File: src/rtl/button_event_unit.sv
// Per-button sync, optional debounce, edge/level event detect, sticky capture and saturating counters.
// Latency: 3 clk from raw input to capture/data with debounce off, count 1 clk after counter; no backpressure.
module button_event_unit #(
    parameter  int NUM_BUTTONS  = 8,
    parameter  int DATA_WIDTH   = 32,
    parameter  int DEBOUNCE_CNT = 4,
    parameter  int CNT_WIDTH    = 8,
    localparam int SEL_W        = (NUM_BUTTONS > 1) ? $clog2(NUM_BUTTONS) : 1
) (
    input  logic                     clk,
    input  logic                     rst,
    input  logic                     clk_div,
    input  logic [NUM_BUTTONS-1:0]   button,
    input  logic [NUM_BUTTONS-1:0]   clr,
    input  logic [NUM_BUTTONS-1:0]   en_noise_cancelling,
    input  logic [2*NUM_BUTTONS-1:0] select_edge,
    input  logic [SEL_W-1:0]         rd_sel,
    output logic [DATA_WIDTH-1:0]    data,
    output logic [CNT_WIDTH-1:0]     count,
    output logic                     irq
);
    localparam int DBW = (DEBOUNCE_CNT > 1) ? $clog2(DEBOUNCE_CNT) : 1;
    localparam logic [DBW-1:0]       DB_LAST = DBW'(DEBOUNCE_CNT - 1);
    localparam logic [CNT_WIDTH-1:0] CNT_MAX = '1;

    logic [NUM_BUTTONS-1:0] s1, s2, stable, en_q, capture;
    logic [DBW-1:0]         db_cnt [NUM_BUTTONS];
    logic [CNT_WIDTH-1:0]   ev_cnt [NUM_BUTTONS];

    logic [NUM_BUTTONS-1:0] stable_nxt, rise, fall, ev, cap_nxt;
    logic [DBW-1:0]         db_nxt  [NUM_BUTTONS];
    logic [CNT_WIDTH-1:0]   cnt_nxt [NUM_BUTTONS];
    logic [CNT_WIDTH-1:0]   count_nxt;

    always_comb begin
        for (int i = 0; i < NUM_BUTTONS; i++) begin
            stable_nxt[i] = stable[i];
            db_nxt[i]     = db_cnt[i];
            if (!en_noise_cancelling[i]) begin
                stable_nxt[i] = s2[i];
                db_nxt[i]     = '0;
            end else if (clk_div) begin
                if (s2[i] == stable[i]) begin
                    db_nxt[i] = '0;
                end else if (db_cnt[i] == DB_LAST) begin
                    stable_nxt[i] = s2[i];
                    db_nxt[i]     = '0;
                end else begin
                    db_nxt[i] = db_cnt[i] + 1'b1;
                end
            end
            // Any change of the enable restarts debounce progress.
            if (en_noise_cancelling[i] != en_q[i]) begin
                db_nxt[i] = '0;
            end

            // Events fire on the edge where stable is about to change, so capture lands with stable.
            rise[i] = stable_nxt[i] & ~stable[i];
            fall[i] = ~stable_nxt[i] & stable[i];
            case (select_edge[2*i +: 2])
                2'b00:   ev[i] = rise[i];
                2'b01:   ev[i] = fall[i];
                2'b10:   ev[i] = rise[i] | fall[i];
                default: ev[i] = rise[i];
            endcase

            if (select_edge[2*i +: 2] == 2'b11) begin
                cap_nxt[i] = stable[i];
            end else if (ev[i]) begin
                cap_nxt[i] = 1'b1;
            end else if (clr[i]) begin
                cap_nxt[i] = 1'b0;
            end else begin
                cap_nxt[i] = capture[i];
            end

            cnt_nxt[i] = ev_cnt[i];
            if (clr[i]) begin
                cnt_nxt[i] = ev[i] ? CNT_WIDTH'(1) : '0;
            end else if (ev[i] && ev_cnt[i] != CNT_MAX) begin
                cnt_nxt[i] = ev_cnt[i] + 1'b1;
            end
        end

        count_nxt = '0;
        if (int'(rd_sel) < NUM_BUTTONS) begin
            count_nxt = ev_cnt[rd_sel];
        end
    end

    always_ff @(posedge clk) begin
        if (rst) begin
            s1      <= '0;
            s2      <= '0;
            stable  <= '0;
            en_q    <= '0;
            capture <= '0;
            count   <= '0;
            for (int i = 0; i < NUM_BUTTONS; i++) begin
                db_cnt[i] <= '0;
                ev_cnt[i] <= '0;
            end
        end else begin
            s1      <= button;
            s2      <= s1;
            stable  <= stable_nxt;
            en_q    <= en_noise_cancelling;
            capture <= cap_nxt;
            count   <= count_nxt;
            for (int i = 0; i < NUM_BUTTONS; i++) begin
                db_cnt[i] <= db_nxt[i];
                ev_cnt[i] <= cnt_nxt[i];
            end
        end
    end

    assign data = DATA_WIDTH'(capture);
    assign irq  = |capture;
endmodule

File: config.mk
export PLATFORM = sky130hd
export DESIGN_NAME = button_event_unit
export DESIGN_NICKNAME = d
export VERILOG_FILES = /design/src/rtl/button_event_unit.sv
export SDC_FILE = /design/constraint.sdc
export NUM_CORES = 1
export LEC_CHECK = 0
export ABC_CLOCK_PERIOD_IN_PS = 3100
export BUFFER_PORTS_ARGS = -buffer_cell sky130_fd_sc_hd__buf_4
export CORE_ASPECT_RATIO = 0.9
export CORE_MARGIN = 5
export CORE_UTILIZATION = 38
export CTS_CLUSTER_DIAMETER = 60
export DETAILED_ROUTE_END_ITERATION = 10
export GPL_TIMING_DRIVEN = 0
export PLACE_DENSITY = 0.61
export REMOVE_ABC_BUFFERS = 1
export SYNTH_ARGS = -nofsm -noshare
export SYNTH_HDL_FRONTEND = slang
export SYNTH_SLANG_ARGS = --single-unit
File: constraint.sdc
create_clock -name clk -period 3.1 [get_ports clk]
set_input_delay 0.465 -clock clk [delete_from_list [all_inputs] [get_ports clk]]
set_output_delay 0.465 -clock clk [all_outputs]
set_load 0.01 [all_outputs]
==> results.sh <==
export IMPL_outcome="complete, no violations"
export IMPL_yosys_most_used_dff="dfxtp_1"
export IMPL_ys_types=57
export IMPL_cts_resized=0
export IMPL_wire_per_inst_um=14.19
export IMPL_fill_cells=1882
export IMPL_maxCapViolCount=0
export IMPL_max_freq_mhz=378.1
export IMPL_syn_area_per_cell_um2=8.950
export IMPL_reg2reg_from="db_cnt[1][4]"
export IMPL_arrival_ns=3.00
export IMPL_die_h_um=141.0
export IMPL_rows=48
export IMPL_postLayoutCoreUtil=0.4474
export IMPL_first_pass_iters=4
export IMPL_reg2reg_slack_ns=0.45
export IMPL_synth_top_family_by_area="simple AND/OR/NAND/NOR gates"
export IMPL_synth_edf_count=0
export IMPL_min_from="button[7]"
export IMPL_startpoint_type="register"
export IMPL_layout_drive_gt1_share=0.1401
export IMPL_min_period_ns=2.645
export IMPL_power_density_nw_per_um2=526.6
export IMPL_synth_simple_gate_area_frac=0.2159
export IMPL_synth_seq_cells=128
export IMPL_gr_total_overflow=0
export IMPL_drc=0
export IMPL_synth_xor_area_share=0.009665
export IMPL_cp_end_kind="register"
export IMPL_ctsHoldBuffers=0
export IMPL_antenna_found_initial=0
export IMPL_hold_path_class="in2reg"
export IMPL_netlist_instances=810
export IMPL_synth_largest_area_cell="dfxtp_1"
export IMPL_grt_max_degree=84
export IMPL_area_growth_syn_to_layout_pct=17.12
export IMPL_p_leak_nw=3.315
export IMPL_relSlewSlack=0.3514
export IMPL_port_buffers=62
export IMPL_ios=87
export IMPL_cts_tree="built"
export IMPL_yosys_warnings=0
export IMPL_drtAntennaViolNets=0
export IMPL_dp_hpwl_um=11390
export IMPL_core_area_um2=18980
export IMPL_drv_slew=0
export IMPL_path_clk_slew_ns=0.06
export IMPL_synth_compound_area_frac=0.1469
export IMPL_hold_viol=0
export IMPL_yosysTopAreaCellShare=0.3535
export IMPL_setup_viol_count_final=0
export IMPL_via_per_inst=5.153
export IMPL_insertedDiodeCount=0
export IMPL_worst_pin_slew_ns=0.9671
export IMPL_worst_setup_path_type="reg2reg"
export IMPL_grt_usage=0.1479
export IMPL_routabilityCongestion=0.7901
export IMPL_drt_iter0_markers=382
export IMPL_peakVddDrop_mv=0.3561
export IMPL_htree_levels=4
export IMPL_path_max_fanout=14
export IMPL_synthTopCellsByArea="dfxtp_1 35%, ha_1 9.7%, mux2i_1 5.0%, mux4_2 4.7%, nand2_1 3.6%"
export IMPL_reg2reg_depth=10
export IMPL_rsz0062_at_grt="no"
export IMPL_synthMuxAreaShare=0.09993
export IMPL_initial_core_util=0.3820
export IMPL_min_period_over_period=0.8533
export IMPL_cts_root_buf="clkbuf_16"
export IMPL_holdWs_ns=0.2520
export IMPL_netlist_area_um2=7249
export IMPL_wirelength_um=15910
export IMPL_hold_depth=2
export IMPL_dieArea_um2=21940
export IMPL_die_x_um=155.6
export IMPL_critPathRequiredTime_ns=3.45
export IMPL_grt_first_pass_wirelength_um=26210
export IMPL_vias=5777
export IMPL_finalClockSkew_ns=0.01418
export IMPL_clkSinkCount=128
export IMPL_p_total_w=0.004471
export IMPL_hold_end="s1[7]"
export IMPL_postCtsSetupRepairBufs=0
export IMPL_regToRegEndpoint="ev_cnt[6][7]"
export IMPL_ys_seq_area_frac=0.3535
export IMPL_grt_pass1_vias=5257
export IMPL_nNetsFinal=960
export IMPL_clock_latency_ns=0.42
export IMPL_synth_adder_area_share=0.09665
export IMPL_clk_path_buf_depth=2
export IMPL_async_reset_ff_frac=0
export IMPL_cts_buffers=17
## Yosys cell counts, drive strengths merged, types with 11 or more instances
cell	n
or3	18
o31ai	27
dfxtp	128
ha	56
o21ai	21
nand3	22
or2	11
nor2b	40
nand2	70
a21oi	46
inv	63
nor2	40
or4	20
nand4	18
buf	40
clkbuf	16
mux4	16
mux2i	36
## worst max-delay path, cell delays in order (launching register included)
cell      delay (ns)
dfxtp_1         0.35
ha_1            0.18
nand2_1         0.06
nand2_1         0.11
mux2i_1         0.29
inv_1           0.08
ha_1            0.27
nand2b_1        0.15
a31o_1          0.37
nor4_1          0.49
mux2i_1         0.23
## stage by stage
stage          setup WS, ns  setup TNS [ns]  instance area [um2]  std cells
2_1_floorplan        0.6408               0                 7014        777
3_3_place_gp        -0.1768          -1.040                 7792       1089
3_5_place_dp        -0.2109          -1.237                 7792       1089
4_1_cts              0.1672               0                 8486       1121
5_1_grt              0.1559               0                 8491       1121
6_report             0.4549               0                 8491       1121
## power by group
| group | internal (W) | switching (W) | leakage [nW] | total [W] |
|---|---|---|---|---|
| sequential | 0.00169 | 0.0000407 | 1.04 | 0.00173 |
| combinational | 0.000164 | 0.000223 | 1.95 | 0.000387 |
| clock | 0.00159 | 0.000762 | 0.328 | 0.00236 |
| total | 0.00345 | 0.00103 | 3.32 | 0.00447 |
## flip-flops by register name (all words and copies together) (netlist names)
signal and cells:
db_cnt 16, en_q 8, count 8, s1 8
stable 8, capture 8, ev_cnt 64, s2 8
## cell families after synthesis
group | after synthesis
adder cells (fa/ha/maj) | 56
flip-flops | 128
XOR/XNOR | 8
AND/OR/NAND/NOR | 288
AO/OA/AOI/OAI | 158
buffers and inverters | 119
other | 1
multiplexers | 52
## cells in the final DEF (no fill, tap or decap), types with 9 or more instances in the layout
master / count
buf_4: 62
inv_1: 63
nor2_1: 40
o21ai_0: 21
ha_1: 56
o41ai_1: 9
clkbuf_16: 17
conb_1: 24
mux2i_1: 36
a21oi_1: 46
nand2_1: 70
nand4_1: 18
o31ai_1: 24
mux4_2: 15
or3_1: 18
nand3_1: 21
or4_1: 19
dfxtp_1: 128
nor2b_1: 40
## worst max-delay path by stage
stage,start,endpoint,depth (start not counted)
finish,db_cnt[1][4],ev_cnt[6][7],10
global route,db_cnt[1][2],ev_cnt[5][0],10
CTS,db_cnt[0][6],ev_cnt[3][7],10
detailed placement,clk_div,ev_cnt[3][7],10
global placement,clk_div,ev_cnt[3][5],10
floorplan,db_cnt[0][6],ev_cnt[3][5],10
## cell type report
type / instances / area (um2) / share of cell area
clock inverters: 13 / 260.3 / 0.03065
multi-input cells: 586 / 4220 / 0.4971
well taps: 250 / 312.8 / 0.03684
repair buffers: 62 / 465.4 / 0.05482
flip-flops and latches: 128 / 2562 / 0.3018
inverters: 63 / 236.5 / 0.02785
clock buffers: 19 / 432.9 / 0.05099
## per-layer routing
layer	vias to the layer above	share of wire	track usage
met5	-	0	0
li1	2987	-	-
met2	96	0.42	0.2109
met1	2672	0.52	0.2166
met3	22	0.048	0.03775
met4	0	0.018	0.04975
(Power assumes the default switching activity.)
